==> config.mk <==
export PLATFORM = sky130hd
export DESIGN_NAME = div_unit
export DESIGN_NICKNAME = d
export VERILOG_FILES = /design/src/rtl/div_unit.sv
export SDC_FILE = /design/constraint.sdc
export NUM_CORES = 1
export LEC_CHECK = 0
export BUFFER_PORTS_ARGS = -buffer_cell sky130_fd_sc_hd__buf_2
export CAP_MARGIN = 10
export CORE_ASPECT_RATIO = 1.75
export CORE_MARGIN = 3
export CORE_UTILIZATION = 53
export CTS_CLUSTER_SIZE = 40
export DETAILED_ROUTE_END_ITERATION = 16
export GPL_ROUTABILITY_DRIVEN = 0
export PLACE_DENSITY = 0.82
export SLEW_MARGIN = 10
export SYNTH_ARGS = -nofsm -noshare
export SYNTH_HDL_FRONTEND = slang
export SYNTH_SLANG_ARGS = --single-unit
==> constraint.sdc <==
create_clock -name clk -period 6.99 [get_ports clk]
set_input_delay 1.0485 -clock clk [delete_from_list [all_inputs] [get_ports clk]]
set_output_delay 1.0485 -clock clk [all_outputs]
set_load 0.1 [all_outputs]
==> src/rtl/div_unit.sv <==
// ---------------------------------------------------------------------------
// div_unit
// Iterative radix-2 restoring divider for the execute stage (DIV / DIVU).
// Produces one quotient bit per cycle and holds the pipeline through a
// stall request while a divide is in flight. The {HI, LO} result is
// presented together with a one-cycle result_valid pulse.
//
// Ports
//   clk          in   rising-edge clock
//   rst          in   asynchronous, active-low reset
//   start        in   EX stage holds a DIV/DIVU; held high while stalled
//   signed_div   in   1 = DIV (signed), 0 = DIVU; sampled with start
//   opa          in   dividend (rs); sampled with start
//   opb          in   divisor (rt); sampled with start
//   annul        in   flush of the owning instruction; aborts the operation
//   stall_req    out  hold the pipeline while a divide is in flight
//   result_valid out  one-cycle pulse: result is valid this cycle
//   result       out  {HI = remainder, LO = quotient}
// ---------------------------------------------------------------------------
module div_unit #(
    parameter int WIDTH = 32
) (
    input  logic               clk,
    input  logic               rst,
    input  logic               start,
    input  logic               signed_div,
    input  logic [WIDTH-1:0]   opa,
    input  logic [WIDTH-1:0]   opb,
    input  logic               annul,
    output logic               stall_req,
    output logic               result_valid,
    output logic [2*WIDTH-1:0] result
);

    localparam int CW = $clog2(WIDTH);

    typedef enum logic [1:0] {
        S_IDLE,
        S_DIV,
        S_DONE
    } state_t;

    state_t             r_state;
    state_t             w_state_next;

    logic [CW-1:0]      r_cnt;
    // The restored partial remainder is always below the divisor, so it fits
    // in WIDTH bits; only the shifted trial value needs the extra bit.
    logic [WIDTH-1:0]   r_p;
    logic [WIDTH-1:0]   r_q;
    logic [WIDTH-1:0]   r_b;
    logic               r_neg_q;
    logic               r_neg_r;
    logic [2*WIDTH-1:0] r_result;

    logic               w_accept;
    logic               w_div_zero;
    logic               w_last;
    logic [WIDTH-1:0]   w_abs_a;
    logic [WIDTH-1:0]   w_abs_b;
    logic [WIDTH:0]     w_p_shift;
    logic               w_fits;
    logic [WIDTH-1:0]   w_diff;
    logic [WIDTH-1:0]   w_p_next;
    logic [WIDTH-1:0]   w_q_next;
    logic [WIDTH-1:0]   w_quot;
    logic [WIDTH-1:0]   w_rem;

    // Gating with rst keeps stall_req low while reset is held even if the
    // pipeline still presents start.
    assign w_accept   = rst & (r_state == S_IDLE) & start & ~annul;
    assign w_div_zero = (opb == '0);
    assign w_last     = (r_cnt == '0);

    // Magnitudes; the most negative value maps onto itself, which is the
    // correct unsigned magnitude 2^(WIDTH-1).
    assign w_abs_a = (signed_div & opa[WIDTH-1]) ? -opa : opa;
    assign w_abs_b = (signed_div & opb[WIDTH-1]) ? -opb : opb;

    // One restoring step: shift {P,Q} left, trial-subtract the divisor.
    assign w_p_shift = {r_p, r_q[WIDTH-1]};
    assign w_fits    = (w_p_shift >= {1'b0, r_b});
    assign w_diff    = w_p_shift[WIDTH-1:0] - r_b;
    assign w_p_next  = w_fits ? w_diff : w_p_shift[WIDTH-1:0];
    assign w_q_next  = {r_q[WIDTH-2:0], w_fits};

    // Sign fix-up of the final step, wrapping modulo 2^WIDTH.
    assign w_quot = r_neg_q ? -w_q_next : w_q_next;
    assign w_rem  = r_neg_r ? -w_p_next : w_p_next;

    assign result = r_result;

    // NOTE: sequential state uses non-blocking assignments so every register
    // samples the pre-edge values of the others.
    always_ff @(posedge clk or negedge rst) begin
        if (!rst) begin
            r_state <= S_IDLE;
        end else begin
            r_state <= w_state_next;
        end
    end

    // NOTE: every output of this block gets a default first so no path
    // through the case statement can infer a latch.
    always_comb begin
        w_state_next = r_state;
        stall_req    = 1'b0;
        result_valid = 1'b0;
        case (r_state)
            S_IDLE: begin
                if (w_accept) begin
                    stall_req    = 1'b1;
                    w_state_next = w_div_zero ? S_DONE : S_DIV;
                end
            end
            S_DIV: begin
                stall_req = 1'b1;
                if (annul) begin
                    w_state_next = S_IDLE;
                end else if (w_last) begin
                    w_state_next = S_DONE;
                end
            end
            S_DONE: begin
                result_valid = ~annul;
                w_state_next = S_IDLE;
            end
            default: begin
                w_state_next = S_IDLE;
            end
        endcase
    end

    always_ff @(posedge clk or negedge rst) begin
        if (!rst) begin
            r_cnt    <= '0;
            r_p      <= '0;
            r_q      <= '0;
            r_b      <= '0;
            r_neg_q  <= 1'b0;
            r_neg_r  <= 1'b0;
            r_result <= '0;
        end else begin
            case (r_state)
                S_IDLE: begin
                    if (w_accept) begin
                        r_p     <= '0;
                        r_q     <= w_abs_a;
                        r_b     <= w_abs_b;
                        r_neg_q <= signed_div & (opa[WIDTH-1] ^ opb[WIDTH-1]);
                        r_neg_r <= signed_div & opa[WIDTH-1];
                        r_cnt   <= CW'(WIDTH - 1);
                        // Divide by zero skips iteration with a fixed answer.
                        if (w_div_zero) begin
                            r_result <= {opa, {WIDTH{1'b1}}};
                        end
                    end
                end
                S_DIV: begin
                    if (!annul) begin
                        r_p   <= w_p_next;
                        r_q   <= w_q_next;
                        r_cnt <= r_cnt - CW'(1);
                        // Result lands on entry to DONE and then holds.
                        if (w_last) begin
                            r_result <= {w_rem, w_quot};
                        end
                    end
                end
                default: begin
                end
            endcase
        end
    end

endmodule

==> impl_metrics.toml <==
[worst_setup_path]
cp-start-kind = "flip-flop"
slowest_delay_ps = 480
crit_buf_inv = 1
path_cells = "ha_1, a21o_1, a31o_4, o21ai_2, a31oi_2, or2_4, buf_4, o21ai_0, ha_1, nand2_1, or4_4, nor4b_2, nor2_1, or3_4, nor3_1, mux2_2, o21ai_1"
crit_arrival_ps = 5690
required_ps = 7360
critPathKind = "flip-flop to flip-flop"
slowest_stage = "dfrtp_1"
endpoint_kind = "flip-flop"
worst-path-max-fanout = 46
crit_family = "simple AND/OR/NAND/NOR gates"
path_common_cell = "ha_1"

[routing]
post_drt_via_cell_ratio = 6.22
drc_errors = 0
drt_iter0_markers = 1443
vias = 12000
wl_um = 35500
drtAntennaViolNets = 0
dr.pass1.iters = 6
wire_per_inst_um = 18.4

[outcome]
outcome = "finished, final reports clean"

[global_route]
grt_max_degree = 98
grt_pass1_vias = 11500
globalRouteOverflowTotal = 0
antenna_found_initial = 1
grt_pass1_wl_um = 56700
groute.usage.overall = 0.277

[power_and_ir_drop]
leakage_nw = 6.13
power_density_nw_per_um2 = 280
vdd.ir_drop.worst_mv = 0.198

[sta]
fmax_ghz = 0.188
tns_ps = 0
tightest_slew_ps = 984
fin_ws_ps = 1680
rsz0062_at_grt = "false"
final_hold_viol_count = 0
fin_skew_ps = 7.48
finalMaxSlewViolations = 0
setup_viol = 0
slew_headroom = 0.344
finalCriticalPeriod_ps = 5310
finalCritPeriodShare = 0.760

[logic_synthesis]
synth_area_per_cell_um2 = 8.03
yosysWarnings = 0
synth_area_um2 = 12400
synth_edf_count = 0
yosysUniqueCellTypes = 88
syn-instance-count = 1543
ys_ff_latch = 169
ys.flop_type = "dfrtp_1"
yosysSeqAreaShare = 0.341
synth_area_leaders = "dfrtp_1, o21ai_0, nand2_1"
yosys.area.top_type = "dfrtp_1"
postSynth.asyncResetShare = 1.00
synth_nets = 1651
synth_top_area_frac = 0.341

[clocking]
htreeDepth = 4
post_cts_buffers = 0
insertion_delay_ps = 450
clock_path_buffers = 2
cts_made_buffers = 17
numClockSinks = 169
cts_tree = "yes"
cts_root_buffer = "clkbuf_16"
clk_pin_slew_worst_paths_ps = 70
cts_resized = 0
cts_hold_buffers = 0

[floorplanning]
fp.dieArea_um2 = 25300
die_w_um = 122
core_um2 = 22800
initial_core_util = 0.543
ioPinCount = 135
die_h_um = 208
num_rows = 73

[placement]
pre_cts_ws_ps = 1830
hpwlAfterDp_um = 26400
place_inst = 1898
numPortBuffers = 134

[cells_and_area]
drive_above_1_share = 0.135
layout.cells.non_filler = 1932
layout.nets = 1726
multiInputGateArea_um2 = 7430
fin_util = 0.600
area_growth_pct = 10.6
n_fill_cell = 2036
regArea_um2 = 4230

[job]
max_cap_viol_count = 0

[worst_hold_path]
worstHoldPathType = "flip-flop to flip-flop"
## power by group
group          switching, W  leakage (nW)  internal [W]  total (W)
Combinational       0.00105          3.64      0.000522    0.00157
Sequential         0.000146          2.20       0.00112    0.00126
Clock              0.000429         0.292      0.000571   0.000999
## cell type report
| cell class | count | share of cell area |
|---|---|---|
| well taps | 300 | 0.0274 |
| clock inverters | 14 | 0.0134 |
| repair buffers | 153 | 0.0607 |
| clock buffers | 18 | 0.0313 |
| flip-flops and latches | 169 | 0.309 |
| inverters | 60 | 0.0164 |
| diodes | 1 | 0.000183 |
| multi-input cells | 1217 | 0.542 |
## through the flow
step                hold WS [ps]  area (um^2)  power, W
finish                       478        13700   0.00383
global route                 492        13700   0.00404
CTS                          483        13700   0.00381
detailed placement           463        13100   0.00281
global placement             452        13100   0.00277
floorplan                    450        12400   0.00247
## synth_stat cells (18+ instances only)
cell type and instances:
inv_1 58, o31ai_1 26, ha_1 38, dfrtp_1 169, nor2_1 146, nand2_1 188, o21ai_0 166, xnor2_1 62
a31oi_1 43, nor3_1 26, nand3_1 42, xor2_1 71, nor4_1 20, a21oi_1 134, buf_2 18, clkbuf_1 53
## worst register-to-register path, delay by kind of cell (launching register included)
kind | cells | cell delay (ps)
simple gates | 7 | 1860
compound gates | 6 | 1540
fa+ha+maj | 2 | 710
flops | 1 | 480
mux | 1 | 360
buf+inv | 1 | 310
## placed cells by master, fill, tap and decap left out, types with 43 or more instances in the layout
| cell type | Yosys | final |
|---|---|---|
| inv_1 | 58 | 58 |
| o21ai_0 | 166 | 166 |
| dfrtp_1 | 169 | 169 |
| xor2_1 | 71 | 71 |
| buf_2 | 18 | 133 |
| a21oi_1 | 134 | 134 |
| nor2_1 | 146 | 145 |
| a31oi_1 | 43 | 43 |
| nand2_1 | 188 | 188 |
| xnor2_1 | 62 | 62 |
## routing by layer
layer	vias up	global-route usage	share of wire
met5	-	0	0
met4	0	0.180	0.071
met3	175	0.0473	0.055
met2	580	0.482	0.50
met1	5602	0.305	0.37
li1	5667	-	-
## flip-flops by register name, indices dropped and copies added, names as in the netlist
name	count
r_b	32
r_q	32
r_state	2
r_cnt	5
r_p	32
r_neg_q	1
result	64
r_neg_r	1
## cell families (layout without fill, tap and decap cells)
kind of cell | count (synthesis) | after routing | synth area share
flip-flops | 169 | 169 | 0.341
adder cells (fa/ha/maj) | 39 | 39 | 0.0400
AO/OA/AOI/OAI | 496 | 496 | 0.249
AND/OR/NAND/NOR | 533 | 533 | 0.202
XOR/XNOR | 133 | 133 | 0.0940
other | 0 | 1 | 0
multiplexers | 16 | 16 | 0.0132
buffers and inverters | 157 | 245 | 0.0606
## final timing paths
kind,start,to,slack (ps),cells past startpoint
min reg2reg,result[7],result[7],480,2
min,result[7],result[7],480,2
min in group asynchronous,rst,result[30],690,1
max in group asynchronous,rst,r_q[7],4780,2
max,r_p[3],result[58],1680,17
max reg2reg,r_p[3],result[58],1680,17
(Power assumes the default switching activity.)
